<file path="src/rtl/instr_encoder_loader.sv">
// instr_encoder_loader: packs R/I/J field bundles into 32-bit words and
// streams them into instruction memory. Optional checksum: ENC_CHECKSUM_EN.
module instr_encoder_loader #(
  parameter int ADDR_W = 10,
  parameter int CNT_W  = 11
) (
  input  logic              clk,
  input  logic              rst_n,
  input  logic              start,
  input  logic [ADDR_W-1:0] base_addr,
  input  logic [CNT_W-1:0]  num_instr,
  input  logic              in_valid,
  output logic              in_ready,
  input  logic [1:0]        in_fmt,
  input  logic [5:0]        in_opcode,
  input  logic [4:0]        in_rs,
  input  logic [4:0]        in_rt,
  input  logic [4:0]        in_shamt,
  input  logic [4:0]        in_func,
  input  logic [15:0]       in_imm,
  input  logic [25:0]       in_label,
  output logic              mem_we,
  output logic [ADDR_W-1:0] mem_addr,
  output logic [31:0]       mem_wdata,
`ifdef ENC_CHECKSUM_EN
  output logic [31:0]       checksum,
`endif
  output logic              busy,
  output logic              done,
  output logic              err_fmt
);

  typedef enum logic [1:0] {
    S_IDLE = 2'd0,
    S_LOAD = 2'd1,
    S_DONE = 2'd2
  } state_t;

  state_t state_q, state_d;

  logic [ADDR_W-1:0] ptr_q;
  logic [CNT_W-1:0]  cnt_q;
  logic [CNT_W-1:0]  num_q;
  logic [CNT_W-1:0]  cnt_inc;
  logic              err_q;
  logic              we_q;
  logic [ADDR_W-1:0] addr_q;
  logic [31:0]       wdata_q;
  logic [31:0]       enc;
  logic              accept;
  logic              legal;
  logic              wr_beat;
  logic              go;

  assign in_ready = (state_q == S_LOAD) && (cnt_q < num_q);
  assign accept   = in_valid && in_ready;
  assign legal    = (in_fmt != 2'b11);
  assign wr_beat  = accept && legal;
  assign cnt_inc  = cnt_q + 1'b1;
  assign go       = start && (state_q != S_LOAD);

  // Field packing; reserved format encodes to zero and is never written.
  always_comb begin
    enc = '0;
    unique case (in_fmt)
      2'b00: enc = {in_opcode, in_rs, in_rt, in_shamt, 6'b0, in_func};
      2'b01: enc = {in_opcode, in_rs, in_rt, in_imm};
      2'b10: enc = {in_opcode, in_label};
      default: enc = '0;
    endcase
  end

  // Load-sequencing state register.
  always_ff @(posedge clk or negedge rst_n) begin
    if (!rst_n) state_q <= S_IDLE;
    else        state_q <= state_d;
  end

  // Next-state: start only honoured outside LOAD; last legal accept ends it.
  always_comb begin
    state_d = state_q;
    unique case (state_q)
      S_IDLE, S_DONE: begin
        if (start) state_d = (num_instr == '0) ? S_DONE : S_LOAD;
      end
      S_LOAD: begin
        if (wr_beat && (cnt_inc == num_q)) state_d = S_DONE;
      end
      default: state_d = S_IDLE;
    endcase
  end

  // Session bookkeeping and the registered one-cycle memory write.
  always_ff @(posedge clk or negedge rst_n) begin
    if (!rst_n) begin
      ptr_q   <= '0;
      cnt_q   <= '0;
      num_q   <= '0;
      err_q   <= 1'b0;
      we_q    <= 1'b0;
      addr_q  <= '0;
      wdata_q <= '0;
    end else begin
      we_q <= 1'b0;
      if (go) begin
        ptr_q <= base_addr;
        num_q <= num_instr;
        cnt_q <= '0;
        err_q <= 1'b0;
      end else if (accept) begin
        if (legal) begin
          we_q    <= 1'b1;
          addr_q  <= ptr_q;
          wdata_q <= enc;
          ptr_q   <= ptr_q + 1'b1;
          cnt_q   <= cnt_inc;
        end else begin
          err_q <= 1'b1;
        end
      end
    end
  end

`ifdef ENC_CHECKSUM_EN
  logic [31:0] csum_q;

  // Running XOR of every word presented on the write port.
  always_ff @(posedge clk or negedge rst_n) begin
    if (!rst_n)    csum_q <= '0;
    else if (go)   csum_q <= '0;
    else if (we_q) csum_q <= csum_q ^ wdata_q;
  end

  assign checksum = csum_q;
`endif

  assign mem_we    = we_q;
  assign mem_addr  = addr_q;
  assign mem_wdata = wdata_q;
  assign busy      = (state_q == S_LOAD);
  assign done      = (state_q == S_DONE);
  assign err_fmt   = err_q;

endmodule

</file>
<file path="config.mk">
export PLATFORM = sky130hd
export DESIGN_NAME = instr_encoder_loader
export DESIGN_NICKNAME = d
export VERILOG_FILES = /design/src/rtl/instr_encoder_loader.sv
export SDC_FILE = /design/constraint.sdc
export NUM_CORES = 1
export LEC_CHECK = 0
export CORE_AREA = 5 5 78 134
export CTS_BUF_LIST = sky130_fd_sc_hd__clkbuf_2 sky130_fd_sc_hd__clkbuf_4 sky130_fd_sc_hd__clkbuf_8
export DETAILED_ROUTE_END_ITERATION = 16
export DIE_AREA = 0 0 83 139
export GPL_ROUTABILITY_DRIVEN = 0
export GPL_TIMING_DRIVEN = 0
export PLACE_DENSITY = 0.9
export SYNTH_ARGS = -nofsm -noshare
export SYNTH_HDL_FRONTEND = slang
export SYNTH_SLANG_ARGS = --single-unit
</file>
<file path="constraint.sdc">
create_clock -name clk -period 2.74 [get_ports clk]
set_input_delay 0.274 -clock clk [delete_from_list [all_inputs] [get_ports clk]]
set_output_delay 0.274 -clock clk [all_outputs]
set_load 0.005 [all_outputs]
</file>
==> summary.txt, run 1 <==
Global route
  – Met1 Use GR: about 24%
  – Initial antenna violation count: 0
  – Largest net degree at the start of global routing: 41
  – M3 GR Usage: ~6.0%
  – Global route overflow: 0
  – Number of global-route vias before repair: approximately 4500
  – GRT Util Overall: approximately a quarter
  – Global-route wire length before repair: roughly 22 mm
  – Gr busiest metal: met2
  – Met2 Usage GRT: between 40% and 50%

STA
  – Tcrit/Tclk final: roughly 94%
  – Setup_tns: 0 ps
  – Final setup violation count: 0
  – Relative slew slack: 47.6%
  – Final Max Tran Viols: 0
  – Tightest Pin Transition: 785 ps
  – Fmax: about 390 MHz
  – Final hold violations: 0
  – RSZ-0062 raised after global routing: false
  – Skew final: about 17 ps
  – Post-layout min period: approximately 2600 ps
  – Post-route setup slack: ~170 ps

Synth
  – Synthesized instance count: 467
  – Yosys Warn Count: 0
  – Mapped Avg Cell Area: between 9 and 10 µm²
  – Prevailing post-synth register cell: dfrtp_1
  – Distinct cells, synth: 55
  – Mapped cell area: 4330 µm²
  – Sequential area share after synthesis: between 40% and 50%
  – Number of synthesized flops with an enable pin: 0
  – Async SR Flop Fraction: 100%
  – Synth Register Bits: 78
  – Synthesized net count: about 580

Min path
  – Hold/Removal Path Class: input pin to asynchronous set/reset pin

Route
  – Wire per inst: 18.6 µm
  – Routed vias: 4342
  – Vias per cell: 5.78
  – DR iter-0 viols: a little under 200
  – Detail Route Antenna Nets: 0
  – Routed WL: between 10 and 15 mm
  – Number of remaining DRC errors: 0
  – Drt first pass iters: 5

Clock network
  – CTS tree: built
  – Clk_lat worst skew: between 300 and 400 ps
  – Num CTS Buffers: 9
  – Clock buffer depth: 2
  – H-tree depth: 3
  – Root buffer cell: clkbuf_8
  – Clk slew on worst S/H paths: 80 ps
  – Clk sink count: 78

Layout
  – Antenna cells: 0
  – Most frequent cells in the layout: 138 x clkdlybuf4s50_1, 76 x dfrtp_1, 57 x nand2_1
  – Nets@finish: ~730
  – Commonest non-fill, non-tap cell in the layout: clkdlybuf4s50_1
  – Storage cell area: 1950 µm²
  – Layout cell share with drive strength beyond 1: roughly a tenth
  – Layout area overhead: 42.7%
  – Layout Utilization: 66.5%
  – Layout fillers: between 700 and 800
  – Multi-input gate area: about 2200 µm²

Worst setup path
  – CP Class: register to register
  – Reg2Reg Depth: 10
  – Crit Reg-Reg Startpoint: cnt_q[10]$_DFFE_PN0P_
  – CP Max Fanout: 10
  – R2r setup slk: 170 ps
  – Arrival @ worst endpoint: ~2800 ps
  – RR Endpoint: state_q[0]$_DFFE_PN0P_
  – Critical Path RT: 2980 ps
  – Crit start category: register
  – Worst setup EP type: register

Die
  – Num rows: between 40 and 50
  – Die Height: 139 µm
  – Die width: roughly 83 µm
  – IO Pins: about 140
  – Core box area: a little over 9000 µm²
  – Initial Util: a little under half
  – Full die area: 11500 µm²

Placement
  – Pre-CTS setup slack: 77.6 ps
  – DP HPWL: ~11 mm
  – Port bufs: 140

Run
  – Max Cap Viol: 0

Power and ir drop
  – Maximum VDD drop: between 0.5 and 0.6 mV
  – PwrDens: around 740 nW/µm²
  – Total chip power: approximately 4.6 mW
  – Leak Pwr: roughly 2.5 nW

Outcome
  – Status: finished, final reports clean
metal layers:
metal / up-vias / part of all wire [%]
met3: 66 / 7.4
li1: 1990 / -
met5: - / 0
met2: 250 / 52
met4: 0 / 5.3
met1: 2036 / 35
power breakdown:
part | leakage, nW | switching (mW) | total, mW | internal, mW
sequential | 0.945 | 0.285 | 1.80 | 1.52
clock | 0.107 | 0.448 | 0.927 | 0.478
combinational | 1.50 | 0.838 | 1.82 | 0.983
what timing repair did:
| action | in CTS | in global routing |
|---|---|---|
| setup buffers | 4 | 0 |
| hold buffers | 1 | 0 |
| hold endpoints to repair | 39 | 0 |
| resized for setup | 7 | 0 |
| endpoints found under the setup margin | 1 | 0 |
metrics by stage:
step	hold WS, ps	instance area (µm²)	std cells
after floorplan	-21.6	4330	467
after global routing	467	6180	751
final	425	6180	751
after global placement	475	5890	729
after detailed placement	289	5900	730
after CTS	438	6180	751
worst max-delay path: stages, from the launching register on:
cell and delay (ps):
dfrtp_1 440, ha_1 350, a211oi_2 400, nand2_1 170, nor2_4 220, nand2_2 140
inv_2 80, buf_6 140, buf_6 170, nand4_1 170, o2bb2ai_1 170
how the worst max path moves through the flow:
stage | start | end | slack [ps] | cells past startpoint
2_1_floorplan | cnt_q[8]$_DFFE_PN0P_ | mem_wdata[31]$_DFFE_PN0P_ | 560 | 9
3_3_place_gp | rst_n | mem_addr[6]$_DFFE_PN0P_ | -1250 | 1
3_5_place_dp | cnt_q[8]$_DFFE_PN0P_ | mem_addr[9]$_DFFE_PN0P_ | 80 | 9
4_1_cts | cnt_q[6]$_DFFE_PN0P_ | in_ready | 170 | 7
5_1_grt | cnt_q[1]$_DFFE_PN0P_ | state_q[0]$_DFFE_PN0P_ | 30 | 8
6_report | cnt_q[10]$_DFFE_PN0P_ | state_q[0]$_DFFE_PN0P_ | 170 | 10
cell usage after synthesis, types with 3 or more instances:
library cell  number  area share, %
nor2_1            36            3.1
o31ai_1            3           0.52
nand3b_1          11            1.9
ha_1              13            3.8
buf_2              7           0.81
clkbuf_1          17            1.5
and3_1             4           0.58
xor2_1             4           0.81
o21ai_0           28            3.2
xnor2_1           14            2.8
nor4_1             4           0.58
nand3_1           30            3.5
nand2_1           57            4.9
mux2_2            16            4.2
dfrtp_1           78             45
mux2i_1           12            2.8
o21a_1             3           0.52
a32oi_1           16            3.2
a21oi_1           29            3.4
nor3_1            10            1.2
nor2b_1            4           0.58
nand4_1            7            1.0
and2_1             3           0.43
inv_1             17            1.5
a221oi_1           3           0.61
nor3b_1            3           0.52
sequential cells by signal, summed over array words and instances, names as in the netlist:
register	count
mem_addr	10
mem_we	1
state_q	2
mem_wdata	32
cnt_q	11
num_q	11
ptr_q	10
err_fmt	1
cells by family after synthesis:
kind of cell | count (synthesis) | synth area share, %
AO/OA/AOI/OAI | 103 | 15.6
XOR/XNOR | 18 | 3.64
adder cells (fa/ha/maj) | 13 | 3.76
buffers and inverters | 49 | 5.00
flip-flops | 78 | 45.1
multiplexers | 28 | 6.93
AND/OR/NAND/NOR | 178 | 20.0
area by class of cell:
cell class,instances,area share [%]
Inverter,18,1.09
Tap cell,122,2.47
Multi-Input combinational cell,340,35.2
Timing Repair Buffer,146,23.6
Clock buffer,11,2.45
Buffer,31,2.51
Clock inverter,5,1.03
Sequential cell,78,31.6
Note: power is estimated with default switching activity, not from simulation.
==> run 2, diff against run 1 <==
CAP_MARGIN = 30   (was default)
CTS_CLUSTER_SIZE = 16   (was default)
==> results of run 2 <==
No change in the layout: final DEF, timing and power equal those of run 1.
==> run 3, diff against run 2 <==
CAP_MARGIN = default   (was 30)
CORE_AREA = 5 5 79 135   (was 5 5 78 134)
CTS_BUF_LIST = default   (was sky130_fd_sc_hd__clkbuf_2 sky130_fd_sc_hd__clkbuf_4 sky130_fd_sc_hd__clkbuf_8)
DIE_AREA = 0 0 84 140   (was 0 0 83 139)
PLACE_DENSITY = 0.88   (was 0.9)
SLEW_MARGIN = 20   (was default)
==> summary.txt, run 3 (synthesized netlist as in run 1, its figures left out) <==
Power and ir drop
  – Maximum VDD drop: 0.561 mV (+12%)
  – PwrDens: 760 nW/µm² (+3.3%)
  – Leak Pwr: 2.59 nW (+1.8%)

Die
  – Die width: 84 µm (+1.2%)
  – Full die area: 11800 µm² (+1.9%)
  – Initial Util: 46.0% (-0.58 points)
  – IO Pins: 142 (unchanged)
  – Core box area: 9410 µm² (+1.3%)
  – Die Height: 140 µm (+0.72%)
  – Num rows: 47 (unchanged)

STA
  – Final hold violations: 0 (unchanged)
  – Final setup violation count: 0 (unchanged)
  – Tightest Pin Transition: 722 ps (-63.6 ps)
  – Post-layout min period: 2590 ps (+23.3 ps)
  – Relative slew slack: 51.9% (+4.2 points)
  – Setup_tns: 0 ps (unchanged)
  – Final Max Tran Viols: 0 (unchanged)
  – Fmax: 385 MHz (-0.90%)
  – Tcrit/Tclk final: 94.7% (+0.85 points)
  – Hold_ws: 444 ps (+19.0 ps)
  – Skew final: 6.51 ps (-10.1 ps)
  – RSZ-0062 raised after global routing: false

Min path
  – Hold/Removal Path Class: input pin to asynchronous set/reset pin

Clock network
  – Clk slew on worst S/H paths: 60 ps (-20 ps)
  – Clock buffer depth: 2 (unchanged)
  – Num CTS Buffers: 9 (unchanged)
  – Clk_lat worst skew: 330 ps (-40 ps)
  – H-tree depth: 3 (unchanged)
  – Clk sink count: 78 (unchanged)
  – CTS tree: built
  – Root buffer cell: clkbuf_16

Global route
  – Initial antenna violation count: 0 (unchanged)
  – Global route overflow: 0 (unchanged)
  – Met2 Usage GRT: 42.1% (-1.2 points)
  – Number of global-route vias before repair: 4324 (-4.3%)
  – GRT Util Overall: 22.8% (-1.1 points)
  – Gr busiest metal: met2
  – Global-route wire length before repair: 21.5 mm (-3.7%)
  – Largest net degree at the start of global routing: 45 (+9.8%)
  – Met1 Use GR: 24.6% (+0.47 points)
  – M3 GR Usage: 3.88% (-2.1 points)

Layout
  – Most frequent cells in the layout: 138 x clkdlybuf4s50_1, 76 x dfrtp_1, 57 x nand2_1
  – Antenna cells: 0 (unchanged)
  – Commonest non-fill, non-tap cell in the layout: clkdlybuf4s50_1
  – Number of flip-flops in the largest register: 32 (unchanged)
  – Layout cell share with drive strength beyond 1: 9.67% (-0.031 points)
  – Layout area overhead: 45.0%
  – Nets@finish: 735 (+0.41%)
  – Layout Utilization: 66.8% (+0.26 points)

Worst setup path
  – RR Endpoint: state_q[0]$_DFFE_PN0P_
  – Crit start category: register
  – Critical Path RT: 2940 ps (-40 ps)
  – Critical Path, Cell by Cell: ha_1 > a211oi_2 > nand2_1 > nor2_4 > nand2_2 > inv_2 > buf_6 > buf_6 > nand4_1 > o2bb2ai_1
  – Slowest-stage cell, CP: dfrtp_1
  – CP peak stage delay: 440 ps (about the same)
  – CP Max Fanout: 10 (unchanged)
  – Arrival @ worst endpoint: 2790 ps (-20 ps)
  – Worst Setup SP: cnt_q[10]$_DFFE_PN0P_
  – Worst setup EP type: register
  – Reg2Reg Depth: 10 (unchanged)
  – Crit Reg-Reg Startpoint: cnt_q[10]$_DFFE_PN0P_
  – CP Class: register to register
  – CP dominant cell by count: buf_6
  – R2r setup slk: 150 ps (-20 ps)
  – Worst setup endpoint: state_q[0]$_DFFE_PN0P_

Placement
  – DP HPWL: 10.6 mm (-2.9%)
  – Port bufs: 140 (unchanged)

Route
  – DR iter-0 viols: 374 (+91%)
  – Detail Route Antenna Nets: 0 (unchanged)
  – Vias per cell: 5.69 (-1.5%)
  – Wire per inst: 17.9 µm (-4.0%)
  – Number of remaining DRC errors: 0 (unchanged)
  – Drt first pass iters: 5 (unchanged)
  – Routed WL: 13.5 mm (-3.8%)
  – Routed vias: 4287 (-1.3%)

Run
  – Max Cap Viol: 0 (unchanged)

Outcome
  – Status: finished, final reports clean
## run 3: changes by cell type in the layout (fill, tap and decap cells not counted), moves of 2 or more
cell and change:
clkbuf_1 +2, clkbuf_16 +9, clkbuf_8 -10, inv_6 -2, buf_4 +3
## run 3: cell type report
cell class,count,area (µm²)
clock buffers,12,246
multi-input cells,340,2180
flip-flops and latches,78,1950
clock inverters,3,45.0
repair buffers,149,1480
plain buffers,31,155
well taps,122,153
fillers,744,3130
inverters,18,67.6
## run 3: worst min-delay path by stage
stage	start	endpoint	slack, ps	depth (start not counted)
after floorplan	rst_n	cnt_q[0]$_DFFE_PN0P_	-20	0
after global placement	err_fmt$_DFFE_PN0P_	err_fmt$_DFFE_PN0P_	480	2
after detailed placement	rst_n	state_q[0]$_DFFE_PN0P_	260	1
after CTS	rst_n	state_q[0]$_DFFE_PN0P_	460	2
after global routing	rst_n	num_q[4]$_DFFE_PN0P_	500	2
final	rst_n	state_q[0]$_DFFE_PN0P_	440	2
## run 3: repair_timing
item                                   4_1_cts  5_1_grt
hold buffers                                 1        0
buffers inserted                             0        7
endpoints found under the hold margin       34        0
resized for setup                            4        3
setup endpoints to repair                    1        1
pin swaps                                    0        1
## run 3: where the power goes
group / switching [mW] / internal [mW]
clock: 0.438 / 0.725
sequential: 0.277 / 1.52
combinational: 0.814 / 1.00
## run 3: layer usage
| layer | vias up | share of wire, % |
|---|---|---|
| met2 | 207 | 55 |
| li1 | 1994 | - |
| met4 | 0 | 4.0 |
| met3 | 43 | 5.1 |
| met5 | - | 0 |
| met1 | 2043 | 36 |
## run 3: stage by stage
stage	power, mW	cell area, µm²	worst slack [ps]	std cells
after CTS	4.76	6220	4.35	746
after global routing	5.06	6280	18.1	753
after global placement	3.47	5890	-1330	729
final	4.78	6280	145	753
after floorplan	2.67	4330	558	467
after detailed placement	3.56	5900	148	730
## run 3: worst max-delay path: cells and delay by family (launching register included)
family | cells | cell delay [ps]
compound gates | 2 | 590
simple gates | 4 | 680
flops | 1 | 440
fa+ha+maj | 1 | 360
buf+inv | 3 | 380
